<file path="src/rtl/mux4_scan_pkg.sv">
// Shared constants and state encoding for the mux4 round-robin scan controller.
package mux4_scan_pkg;
  localparam int NUM_CH = 4;
  localparam int SEL_W  = 2;

  typedef enum logic [1:0] {
    ST_IDLE   = 2'd0,
    ST_SETTLE = 2'd1,
    ST_DWELL  = 2'd2
  } state_t;
endpackage

</file>
<file path="src/rtl/rr_next_sel.sv">
// Round-robin next-channel picker: first enabled channel after 'last',
// with 'last' itself considered only after the other three.
module rr_next_sel
  import mux4_scan_pkg::*;
(
  input  logic [SEL_W-1:0]  last,
  input  logic [NUM_CH-1:0] mask,
  output logic [SEL_W-1:0]  nxt,
  output logic              any
);

  logic [SEL_W-1:0] cand;

  // Walk from farthest to nearest so the nearest enabled candidate wins.
  always_comb begin
    nxt  = last;
    cand = '0;
    for (int k = NUM_CH; k >= 1; k--) begin
      cand = last + SEL_W'(k);
      if (mask[cand]) nxt = cand;
    end
  end

  assign any = |mask;

endmodule

</file>
<file path="src/rtl/mux4_scan_ctrl.sv">
// Time-division scanner for a downstream mux4: steps sel round-robin over the
// enabled channels, waits GUARD settle cycles plus dwell, then captures mux_y.
module mux4_scan_ctrl
  import mux4_scan_pkg::*;
#(
  parameter int WIDTH   = 1,
  parameter int DWELL_W = 4,
  parameter int GUARD   = 1
) (
  input  logic               clk,
  input  logic               rst,
  input  logic               en,
  input  logic [3:0]         mask,
  input  logic [DWELL_W-1:0] dwell,
  input  logic [WIDTH-1:0]   mux_y,
  output logic [1:0]         sel,
  output logic [WIDTH-1:0]   sample,
  output logic [1:0]         sample_ch,
  output logic               sample_vld,
  output logic               busy
);

  localparam int GW = (GUARD > 0) ? $clog2(GUARD + 1) : 1;

  state_t               state_q, state_d;
  logic [SEL_W-1:0]     sel_q, sel_d;
  logic [SEL_W-1:0]     last_q, last_d;
  logic [GW-1:0]        gcnt_q, gcnt_d;
  logic [DWELL_W-1:0]   dcnt_q, dcnt_d;
  logic [WIDTH-1:0]     sample_q, sample_d;
  logic [SEL_W-1:0]     sample_ch_q, sample_ch_d;
  logic                 sample_vld_q, sample_vld_d;

  logic [SEL_W-1:0]     nxt;
  logic                 any;
  logic                 launch;
  logic [DWELL_W-1:0]   dwell_eff;

  rr_next_sel u_rr (
    .last (last_q),
    .mask (mask),
    .nxt  (nxt),
    .any  (any)
  );

  assign dwell_eff = (dwell == '0) ? DWELL_W'(1) : dwell;

  always_comb begin
    state_d      = state_q;
    sel_d        = sel_q;
    last_d       = last_q;
    gcnt_d       = gcnt_q;
    dcnt_d       = dcnt_q;
    sample_d     = sample_q;
    sample_ch_d  = sample_ch_q;
    sample_vld_d = 1'b0;
    launch       = 1'b0;

    case (state_q)
      ST_IDLE: launch = en && any;
      ST_SETTLE: begin
        gcnt_d = gcnt_q - GW'(1);
        if (gcnt_q == GW'(1)) begin
          state_d = ST_DWELL;
          dcnt_d  = dwell_eff;
        end
      end
      ST_DWELL: begin
        dcnt_d = dcnt_q - DWELL_W'(1);
        if (dcnt_q == DWELL_W'(1)) begin
          sample_d     = mux_y;
          sample_ch_d  = sel_q;
          sample_vld_d = 1'b1;
          launch       = en && any;
          if (!(en && any)) state_d = ST_IDLE;
        end
      end
      default: state_d = ST_IDLE;
    endcase

    // Shared by the leave-IDLE edge and the back-to-back capture edge.
    if (launch) begin
      sel_d  = nxt;
      last_d = nxt;
      if (GUARD > 0) begin
        state_d = ST_SETTLE;
        gcnt_d  = GW'(GUARD);
      end else begin
        state_d = ST_DWELL;
        dcnt_d  = dwell_eff;
      end
    end
  end

  always_ff @(posedge clk or posedge rst) begin
    if (rst) begin
      state_q      <= ST_IDLE;
      sel_q        <= '0;
      last_q       <= SEL_W'(NUM_CH - 1);
      gcnt_q       <= '0;
      dcnt_q       <= '0;
      sample_q     <= '0;
      sample_ch_q  <= '0;
      sample_vld_q <= 1'b0;
    end else begin
      state_q      <= state_d;
      sel_q        <= sel_d;
      last_q       <= last_d;
      gcnt_q       <= gcnt_d;
      dcnt_q       <= dcnt_d;
      sample_q     <= sample_d;
      sample_ch_q  <= sample_ch_d;
      sample_vld_q <= sample_vld_d;
    end
  end

  assign sel        = sel_q;
  assign sample     = sample_q;
  assign sample_ch  = sample_ch_q;
  assign sample_vld = sample_vld_q;
  assign busy       = (state_q != ST_IDLE);

endmodule
</file>
<file path="config.mk">
export PLATFORM = sky130hd
export DESIGN_NAME = mux4_scan_ctrl
export DESIGN_NICKNAME = d
export VERILOG_FILES = /design/src/rtl/mux4_scan_pkg.sv /design/src/rtl/rr_next_sel.sv /design/src/rtl/mux4_scan_ctrl.sv
export SDC_FILE = /design/constraint.sdc
export NUM_CORES = 1
export LEC_CHECK = 0
export ABC_AREA = 1
export ABC_CLOCK_PERIOD_IN_PS = 3100
export BUFFER_PORTS_ARGS = -buffer_cell sky130_fd_sc_hd__buf_2
export CAP_MARGIN = 20
export CORE_UTILIZATION = 50
export CTS_CLUSTER_SIZE = 28
export DETAILED_ROUTE_END_ITERATION = 8
export GPL_ROUTABILITY_DRIVEN = 0
export PLACE_DENSITY_LB_ADDON = 0.1
export SLEW_MARGIN = 20
export SYNTH_ARGS = -nofsm -noshare
export SYNTH_HDL_FRONTEND = slang
export SYNTH_SLANG_ARGS = --single-unit
</file>
<file path="constraint.sdc">
create_clock -name clk -period 3.1 [get_ports clk]
set_input_delay 0.31 -clock clk [delete_from_list [all_inputs] [get_ports clk]]
set_output_delay 0.31 -clock clk [all_outputs]
set_load 0.1 [all_outputs]
</file>
**Word level (Yosys, flattened, before mapping)**

Cells that the tools add are included.

- Register bits: 15
- Memory bits (read-only): 0
- Output and inout port bits: 7
- Memory bits (writable): 0
- Logic and storage cells: 57
- Bits of input ports: 12
- Memories: 0
- Latch bits: 0

- Magnitude comparators: 3
- $add $sub $neg: 5
- Reduce and logical (&&, ||, !) cells: 10
- Equality and inequality tests: 8
- Bitwise operators: 0
- Div/mod/pow operators: 0
- Multipliers: 0
- Shift operators: 0
- Muxes and demuxes: 23

Operators with widths:

| kind | number |
|---|---|
| $mux W2 | 7 |
| $lt A2 B3 Y1 const B | 3 |
| $ne A3 B3 Y1 const B | 3 |
| $mux W1 | 8 |
| $mux W4 | 2 |
| $pmux W4 S2 | 1 |
| $bmux W1 S2 | 3 |
| $pmux W2 S3 | 1 |
| $reduce_bool A2 Y1 | 3 |
| $add A2 B2 Y2 const B | 2 |
| $eq A4 B1 Y1 const B | 1 |
| $logic_not A4 Y1 | 1 |
| $ne A2 B2 Y1 const B | 2 |
| $reduce_and A2 Y1 | 2 |
| $reduce_and A4 Y1 | 1 |
| $reduce_or A4 Y1 | 1 |
| $sub A4 B1 Y4 const B | 1 |
| $add A2 B1 Y2 const B | 1 |
| $eq A2 B1 Y1 const B | 1 |
| $eq A2 B2 Y1 const B | 1 |
| $logic_not A2 Y1 | 1 |
| $pmux W1 S2 | 1 |
| $logic_and A1 B1 Y1 | 1 |
| $sub A1 B1 Y1 const B | 1 |

**Longest topological paths before layout**

Gate-level depths: netlist (run 1).

- Depth after elaboration: 6
- Mapped depth: 11
- Gate-level depth less buffers: 10

**Cells and area by module**

A second synthesis (run 1) with hierarchy kept.

- Cell total of the unflattened synthesis: 135
- Area total of the unflattened synthesis: 962.2 µm²

Modules (own cells, without submodules):

| module | area an instance (µm²) | seq. area each (µm²) | instances | cells each |
|---|---|---|---|---|
| mux4_scan_ctrl | 758.2 | 377.9 | 1 | 92 |
| rr_next_sel | 203.9 | 0.0 | 1 | 43 |

**Least setup slack after synthesis (run 1)**

Ideal clock, no wire load.

- Kind: register -> output
- From: register state_q[0]
- To: output busy
- Stages on the path, launching flop included: 3
- Data required time: 2,790 ps
- Arrival: 1,126 ps
- Setup slack: 1,664 ps
- Buffers on the path: 0
- Cell sequence: dfrtp_1 > inv_2 > nand2_1

- Word-level cells in the longest chain between the ends: 1

Ends and longest elaborated chain:

| element | RTL line | text |
|---|---|---|
| from (decl) | mux4_scan_ctrl.sv:25 | `state_t state_q, state_d;` |
| from (signal assigned) | mux4_scan_ctrl.sv:106 | `state_q <= state_d;` |
| $reduce_bool A2 Y1 | mux4_scan_ctrl.sv:121 | `assign busy = (state_q != ST_IDLE);` |
| to (decl) | mux4_scan_ctrl.sv:20 | `output logic busy` |

Every way passes these cells.

**Worst setup path in the final report (run 1)**

Same ends and word-level chain as after synthesis.

==> results of run 1 <==
[worst register-to-register path, cell delays in order, from the launching register on]
cell	delay [ps]
dfrtp_1	370
inv_1	130
ha_1	170
nand2_1	60
nor2_2	150
nor2_1	70
nor3_2	240
inv_2	120
nand2_1	70
nand2_1	50
[final cells by class]
type,count,area (µm²)
sequential,15,377.9
multi-input combinational,88,459.2
fill,169,670.6
clock inverter,1,5.005
clock buffer,3,22.52
tap,25,31.28
timing repair buffer,18,90.09
inverter,18,70.07
[through the flow]
step	instances	utilization, %	instance area (µm²)	hold WS [ps]
after detailed placement	164	59.57	1028	388.7
after global placement	164	59.57	1028	393.0
after CTS	168	61.16	1056	61.21
final	168	61.16	1056	50.58
after global routing	168	61.16	1056	93.68
after floorplan	122	-	918.4	210.0
[flip-flops by register name (all words and copies together) (netlist names)]
register,count
sample_ch,2
last_q,2
sample_vld,1
state_q,2
dcnt_q,4
gcnt_q,1
sel,2
sample,1
[cells by family after synthesis]
logic type                 share of synthesized area [%]
DFF                                                41.14
and+or+nand+nor                                    38.56
xor gates and xnor gates                          0.9539
adders and majority gates                          2.724
buffers and inverters                              8.856
AOI/OAI and AO/OA                                  7.766
[how the worst min path moves through the flow]
| stage | from | endpoint | slack [ps] | depth (start not counted) |
|---|---|---|---|---|
| 2_1_floorplan | rst | dcnt_q[0]$_DFFE_PP0P_ | 210 | 1 |
| 3_3_place_gp | rst | sample_vld$_DFF_PP0_ | 390 | 2 |
| 3_5_place_dp | rst | sample_vld$_DFF_PP0_ | 390 | 2 |
| 4_1_cts | rst | sample_vld$_DFF_PP0_ | 60 | 2 |
| 5_1_grt | rst | sample_vld$_DFF_PP0_ | 90 | 2 |
| 6_report | rst | sample_vld$_DFF_PP0_ | 50 | 2 |
[placed cells by master (no fill, tap or decap), types with 2 or more instances in the layout]
| cell type | netlist | routed |
|---|---|---|
| nand2_1 | 45 | 45 |
| clkbuf_4 | 0 | 3 |
| buf_2 | 0 | 18 |
| ha_1 | 2 | 2 |
| nor2_4 | 3 | 3 |
| dfrtp_1 | 13 | 13 |
| inv_2 | 9 | 9 |
| nor2_1 | 5 | 5 |
| nand2_2 | 6 | 6 |
| dfstp_2 | 2 | 2 |
| inv_1 | 8 | 8 |
| nor2_2 | 3 | 3 |
| o21ai_0 | 5 | 5 |
| nand3_1 | 9 | 9 |
[routing by layer]
layer / vias to the layer above / track usage [%] / share of wire (%) / wire length, µm
li1: 418 / - / - / -
met1: 361 / 26.60 / 48 / 796
met2: 22 / 32.06 / 46 / 759
met3: 2 / 7.200 / 5.6 / 93
met4: 0 / 3.636 / 0.48 / 8
met5: - / 0 / 0 / 0
[synth_stat cells]
| cell | instances |
|---|---|
| ha_1 | 2 |
| buf_6 | 1 |
| dfstp_2 | 2 |
| nand3_1 | 9 |
| o31ai_1 | 1 |
| dfrtp_1 | 13 |
| nor2_1 | 5 |
| a21o_1 | 1 |
| nor3_2 | 1 |
| nand3_2 | 1 |
| nor3_1 | 1 |
| or2_1 | 1 |
| xor2_1 | 1 |
| o211ai_1 | 1 |
| inv_1 | 8 |
| a21oi_2 | 1 |
| nand2_1 | 45 |
| o21ai_0 | 5 |
| nor2_4 | 3 |
| inv_4 | 1 |
| a221oi_2 | 1 |
| nand2_2 | 6 |
| inv_2 | 9 |
| nor2_2 | 3 |
==> flow_summary.yaml, run 1 <==
run_status:
  status: "finished, final reports clean"
setup_path:
  cp.depth: 3
  reg2reg_slack_ps: 1560
  cp-start-kind: "flop"
  rr_endpoint: "sel[1]$_DFFE_PP0P_"
  path_cells: "inv_2, nand2_1, buf_2"
  critPathMaxFanout: 3
  worst-setup-path-type: "reg2out"
  crit_family: "buffers and inverters"
  endpoint_kind: "primary output"
  crit_required_ps: 2790
  worst-r2r-cell-count: 9
  crit_path_end: "busy"
  timing.critical_path.buf_inv: 2
  cp_slowest_stage_delay_ps: 440
  crit_start: "state_q[0]$_DFFE_PP0P_"
  worstReg2RegStart: "dcnt_q[1]$_DFFE_PP0P_"
  arrival_ps: 1280
  cp_slowest_cell: "dfrtp_1"
global_route:
  antenna_found_initial: 0
  grt_max_degree: 16
  track_usage_pct: 20.07
  grt_pass1_wl_um: 2898
  grt_pass1_vias: 728
  overflow: 0
timing:
  tns_ps: 0
  final_hold_viol_count: 0
  worst_slack_ps: 1509
  fin_crit_ps: 1591
  max_freq_ghz: 0.6287
  setup_viol: 0
  max-slew-margin-rel_pct: 62.84
  drv_slew: 0
  period_share_pct: 51.31
  tightestPinTransition_ps: 556.7
  finalClockSkew_ps: 3.229
  rsz0062_at_grt: "no"
synth:
  ys_types: 24
  synth_nets: 136
  synthTopCellsByArea: "dfrtp_1, nand2_1, dfstp_2"
  synth_warnings: 0
  ys_ff_latch: 15
  synth_largest_area_cell: "dfrtp_1"
  synthesis.area_um2: 918.4
  synth_area_per_cell_um2: 7.528
  syn_inst: 122
  ys_seq_area_share_pct: 41.14
  synth_top_area_share_pct: 35.42
clocking:
  cts_max_level: 1
  post_cts_resized: 0
  ctsHoldBuffers: 0
  cts_buffer_depth: 2
  cts_setup_buffers: 0
  cts_tree: "yes"
  clock-sinks: 15
  clkLatencyLatePin_ps: 290
  root_buffer: "clkbuf_4"
  cts_inserted_buffers: 3
  cts.clk_slew.worst_paths_ps: 90
routing:
  via_per_inst: 4.780
  finalWirelength_um: 1657
  drt_iter0_markers: 23
  route.detailed.drc: 0
  vias: 803
  drtAntennaViolNets: 0
  wire_per_inst_um: 9.863
  drt-pass1-iter-count: 4
floorplan:
  fp.coreArea_mm2: 0.001727
  dieHeight_um: 44.86
  num_io_pins: 19
  initial_core_util_pct: 53.19
  die_area_mm2: 0.002012
  die_w_um: 44.86
  rows: 15
job:
  cap_violations: 0
place:
  io_buffers: 18
  dpl.hpwl_um: 1322
  pre_cts_ws_ps: 1547
final_layout:
  antenna_cells: 0
  drive_gt1_share_pct: 34.97
  nets: 158
  area_growth_pct: 14.99
hold_path:
  hold_path.class: "in2async"
Power of run 1 is left out: the tool's default activity adds up to more than one toggle a clock period on the data nets, which glitch-free logic cannot reach.
==> inputs of run 2 (changes only) <==
--- a/config.mk
+++ b/config.mk
@@ -5,8 +5,8 @@
 export SDC_FILE = /design/constraint.sdc
 export NUM_CORES = 1
 export LEC_CHECK = 0
-export ABC_AREA = 1
-export ABC_CLOCK_PERIOD_IN_PS = 3100
+export ABC_AREA = 0
+export ABC_CLOCK_PERIOD_IN_PS = 1600
 export BUFFER_PORTS_ARGS = -buffer_cell sky130_fd_sc_hd__buf_2
 export CAP_MARGIN = 20
 export CORE_UTILIZATION = 50
==> constraint.sdc (replaced) <==
create_clock -name clk -period 1.6 [get_ports clk]
set_input_delay 0.16 -clock clk [delete_from_list [all_inputs] [get_ports clk]]
set_output_delay 0.16 -clock clk [all_outputs]
set_load 0.1 [all_outputs]
==> flow_summary.yaml, run 2 <==
floorplan:
  initial_core_util_pct: 54.52
  dieHeight_um: 42.76
  die_w_um: 42.76
  rows: 14
  num_io_pins: 19
  fp.coreArea_mm2: 0.001524
  die_area_mm2: 0.001828
final_layout:
  drive_gt1_share_pct: 37.07
  area_growth_pct: 30.12
  antenna_cells: 0
  nets: 131
  final_common_cell: "buf_2"
  regMostFlops: "dcnt_q"
  final.fill_count: 124
  largest_reg_flops: 4
  final_cell_mix: "buf_2, dfrtp_1, nand2_1"
setup_path:
  cp_slowest_cell: "dfrtp_1"
  arrival_ps: 1730
  timing.critical_path.buf_inv: 1
  endpoint_kind: "flop"
  critPathMaxFanout: 4
  cp-start-kind: "flop"
  path_cells: "inv_2, ha_4, nor3b_4, o2111ai_4, or3_4, nand2_2"
  crit_required_ps: 1810
  crit_family: "simple AND/OR/NAND/NOR gates"
  worst-setup-path-type: "reg2reg"
  cp_slowest_stage_delay_ps: 400
routing:
  via_per_inst: 5.508
  drtAntennaViolNets: 0
  wire_per_inst_um: 13.07
  vias: 727
  drt-pass1-iter-count: 4
  finalWirelength_um: 1725
  drt_iter0_markers: 18
  route.detailed.drc: 0
timing:
  final_hold_viol_count: 0
  max_freq_ghz: 0.6594
  fin_crit_ps: 1517
  finalClockSkew_ps: 7.370
  holdWs_ps: 118.9
  max-slew-margin-rel_pct: 63.74
  period_share_pct: 94.79
  drv_slew: 0
  setup_viol: 0
  tightestPinTransition_ps: 543.3
synth:
  ys_seq_area_share_pct: 45.48
  synth-edff-count: 0
  syn_inst: 87
  synth_warnings: 0
  synthTopCellsByArea: "dfrtp_1, dfstp_2, nand2_1"
  synth_nets: 101
  synthArstFlopShare_pct: 100.0
  synth_area_per_cell_um2: 9.549
  ys_ff_latch: 15
  ys_top_cells_by_count: "dfrtp_1, nand2_1, inv_1, a21oi_1, o21ai_0"
  dominantRegCellSynth: "dfrtp_1"
  synthesis.area_um2: 830.8
  ys_types: 31
  synth_largest_area_cell: "dfrtp_1"
  synth_top_area_share_pct: 39.16
hold_path:
  hold_path.class: "in2reg"
job:
  cap_violations: 0
global_route:
  overflow: 0
  track_usage_pct: 21.89
  grt_pass1_vias: 708
  antenna_found_initial: 0
  grt_pass1_wl_um: 3036
  grt_max_degree: 16
clocking:
  cts_max_level: 1
  cts_tree: "yes"
  cts.clk_slew.worst_paths_ps: 90
  clkLatencyLatePin_ps: 270
  cts_inserted_buffers: 3
  clock-sinks: 15
  cts_buffer_depth: 2
  root_buffer: "clkbuf_4"
place:
  io_buffers: 18
  dpl.hpwl_um: 1358
run_status:
  status: "finished, final reports clean"
## run 2: changes by cell type after synthesis, moves of 2 or more
cell	before	now
a21oi_1	0	6
inv_2	9	0
nor2_4	3	0
nor3_1	1	3
nand2_1	45	13
nor2_2	3	0
mux2_2	0	2
nand3_1	9	2
nand2b_1	0	5
o22ai_1	0	3
nand2_2	6	0
## run 2: kinds of logic after synthesis
family	share of synthesized area (%)
buffers and inverters	4.668
DFF	45.48
AOI/OAI and AO/OA	20.63
muxes	3.916
and+or+nand+nor	21.24
adders and majority gates	3.012
xor gates and xnor gates	1.054
## run 2: layout make-up
class | instances | area, µm² | share of cell area, %
multi-input cells | 62 | 451.7 | 41.78
well taps | 16 | 20.02 | 1.852
repair buffers | 27 | 175.2 | 16.20
flip-flops and latches | 15 | 377.9 | 34.95
inverters | 8 | 30.03 | 2.778
clock buffers | 4 | 26.28 | 2.431
## run 2: final timing paths
path	startpoint	end	slack, ps	cells after the start
worst max-delay path	dcnt_q[1]$_DFFE_PP0P_	sel[1]$_DFFE_PP0P_	80	6
worst min-delay path	mux_y	sample$_DFFE_PP0P_	120	2
worst max register to register	dcnt_q[1]$_DFFE_PP0P_	sel[1]$_DFFE_PP0P_	80	6
worst min register to register	last_q[1]$_DFFE_PP1P_	last_q[1]$_DFFE_PP1P_	490	2
max in group asynchronous	rst	last_q[1]$_DFFE_PP1P_	760	3
min in group asynchronous	rst	state_q[0]$_DFFE_PP0P_	460	3
## run 2: timing repair
item                                   CTS  global route
setup buffers                            1             1
cloned                                   0             0
endpoints found under the hold margin   13             0
gates resized for setup                  1             6
pin swaps                                1             3
setup endpoints to repair                2             6
hold buffers                             1             0
## run 2: through the flow
stage	cell area (µm²)	utilization (%)	instances	setup WS, ps	TNS (ps)
2_1_floorplan	830.8	-	87	31.86	0
3_3_place_gp	992.2	65.11	125	54.88	0
3_5_place_dp	992.2	65.11	125	-83.57	-142.5
4_1_cts	1049	68.80	131	7.648	0
5_1_grt	1081	70.94	132	-0.6721	-0.6721
6_report	1081	70.94	132	83.41	0
## run 2: routing by layer
metal	GRT usage (%)	share of wire [%]	routed length, µm	vias up
li1	-	-	-	360
met3	4.681	4.3	75	4
met2	33.33	47	809	21
met5	0	0	0	-
met1	31.04	48	820	342
met4	6.875	1.1	19	0
Power of run 2 is left out for the same reason.
==> inputs of run 3 (changes only) <==
--- a/config.mk
+++ b/config.mk
@@ -9,7 +9,9 @@
 export ABC_CLOCK_PERIOD_IN_PS = 1600
 export BUFFER_PORTS_ARGS = -buffer_cell sky130_fd_sc_hd__buf_2
 export CAP_MARGIN = 20
-export CORE_UTILIZATION = 50
+export CELL_PAD_IN_SITES_DETAIL_PLACEMENT = 1
+export CELL_PAD_IN_SITES_GLOBAL_PLACEMENT = 1
+export CORE_UTILIZATION = 39
 export CTS_CLUSTER_SIZE = 28
 export DETAILED_ROUTE_END_ITERATION = 8
 export GPL_ROUTABILITY_DRIVEN = 0
==> flow_summary.yaml, run 3 (synthesized netlist as in run 2, its figures left out) <==
setup_path:
  worstReg2RegStart: "dcnt_q[1]$_DFFE_PP0P_"
  worst-setup-path-type: "reg2reg"
  worst-r2r-cell-count: 6
  endpoint_kind: "flop"
  crit_start: "dcnt_q[1]$_DFFE_PP0P_"
  critPathMaxFanout: 5
  crit_required_ps: 1780
  arrival_ps: 1700
  cp-start-kind: "flop"
  reg2reg_slack_ps: 80
final_layout:
  area_growth_pct: 31.02
  antenna_cells: 0
  design_area_mm2: 0.001089
  regMostFlops: "dcnt_q"
  nets: 131
  final.fill_count: 230
  multi_input_area_um2: 444.2
  drive_gt1_share_pct: 36.21
  final_common_cell: "buf_2"
  final_cell_mix: "buf_2, nand2_1, dfrtp_1"
  largest_reg_flops: 4
  area.sequential_um2: 377.9
timing:
  max_freq_ghz: 0.6569
  finalClockSkew_ps: 4.401
  rsz0062_at_grt: "no"
  setup_viol: 0
  period_share_pct: 95.15
  drv_slew: 0
  tightestPinTransition_ps: 574.3
  worst_slack_ps: 77.62
  fin_crit_ps: 1522
  holdWs_ps: 99.97
  final_hold_viol_count: 0
  max-slew-margin-rel_pct: 61.67
clocking:
  cts_max_level: 1
  clock-sinks: 15
  cts_buffer_depth: 2
  clkLatencyLatePin_ps: 290
  cts_inserted_buffers: 3
  cts_tree: "yes"
  root_buffer: "clkbuf_4"
  cts.clk_slew.worst_paths_ps: 100
routing:
  via_per_inst: 5.161
  finalWirelength_um: 2055
  drtAntennaViolNets: 0
  vias: 738
  drt-pass1-iter-count: 2
  drt_iter0_markers: 5
  route.detailed.drc: 0
  wire_per_inst_um: 14.37
floorplan:
  num_io_pins: 19
  dieHeight_um: 48.16
  fp.coreArea_mm2: 0.001982
  rows: 16
  die_area_mm2: 0.002319
  initial_core_util_pct: 41.92
  die_w_um: 48.16
global_route:
  track_usage_pct: 19.65
  grt_pass1_wl_um: 3084
  overflow: 0
  grt_pass1_vias: 756
  grt_max_degree: 16
  antenna_found_initial: 0
run_status:
  status: "finished, final reports clean"
hold_path:
  hold_path.class: "in2reg"
  min_path_cells: 2
  worstHoldStart: "mux_y"
place:
  dpl.hpwl_um: 1604
  place_area_mm2: 0.001013
  io_buffers: 18
  pre_cts_ws_ps: -17.05
job:
  cap_violations: 0
==> run 3: cell count changes in the layout (fill, tap and decap cells not counted), sizes merged <==
cell    delta
clkinv     +1
clkbuf     -1
==> run 3: worst paths after layout <==
kind | to
max in group asynchronous | last_q[1]$_DFFE_PP1P_
worst min-delay path | sample$_DFFE_PP0P_
worst max register to register | sample_ch[1]$_DFFE_PP0P_
min in group asynchronous | sample_ch[1]$_DFFE_PP0P_
worst min register to register | last_q[1]$_DFFE_PP1P_
worst max-delay path | sample_ch[1]$_DFFE_PP0P_
==> run 3: layout make-up <==
type                            count  share of cell area (%)
Multi-Input combinational cell     62                   40.80
Tap cell                           27                   3.103
Clock buffer                        3                   2.069
Timing Repair Buffer               27                   16.09
Inverter                            8                   2.759
Sequential cell                    15                   34.71
Clock inverter                      1                  0.4598
==> run 3: per-layer routing <==
layer | track usage [%] | vias to the layer above | share of wire [%]
met5 | 0 | - | 0
met4 | 10.00 | 0 | 1.1
met3 | 3.333 | 4 | 2.5
met2 | 37.07 | 9 | 54
met1 | 20.55 | 366 | 42
li1 | - | 359 | -
==> run 3: repair_timing <==
item / in CTS / in global routing
gates resized for setup: 2 / 3
setup buffers: 0 / 1
pin swaps: 0 / 3
hold endpoints to repair: 13 / 0
endpoints found under the setup margin: 4 / 6
hold buffers: 1 / 0
==> run 3: stage by stage <==
stage                     setup TNS, ps  instances  utilization, %
after floorplan                       0         87               -
after global placement                0        137           51.14
after detailed placement         -20.58        137           51.14
after CTS                             0        142           53.91
after global routing                  0        143           54.92
final                                 0        143           54.92
==> run 3: critical path, stage by stage (launching register included) <==
cell and delay (ps):
dfrtp_1 400, inv_2 70, ha_1 140, nor3b_4 250
buf_4 170, nand3_4 100, mux2_2 290
Power of run 3 is left out for the same reason.
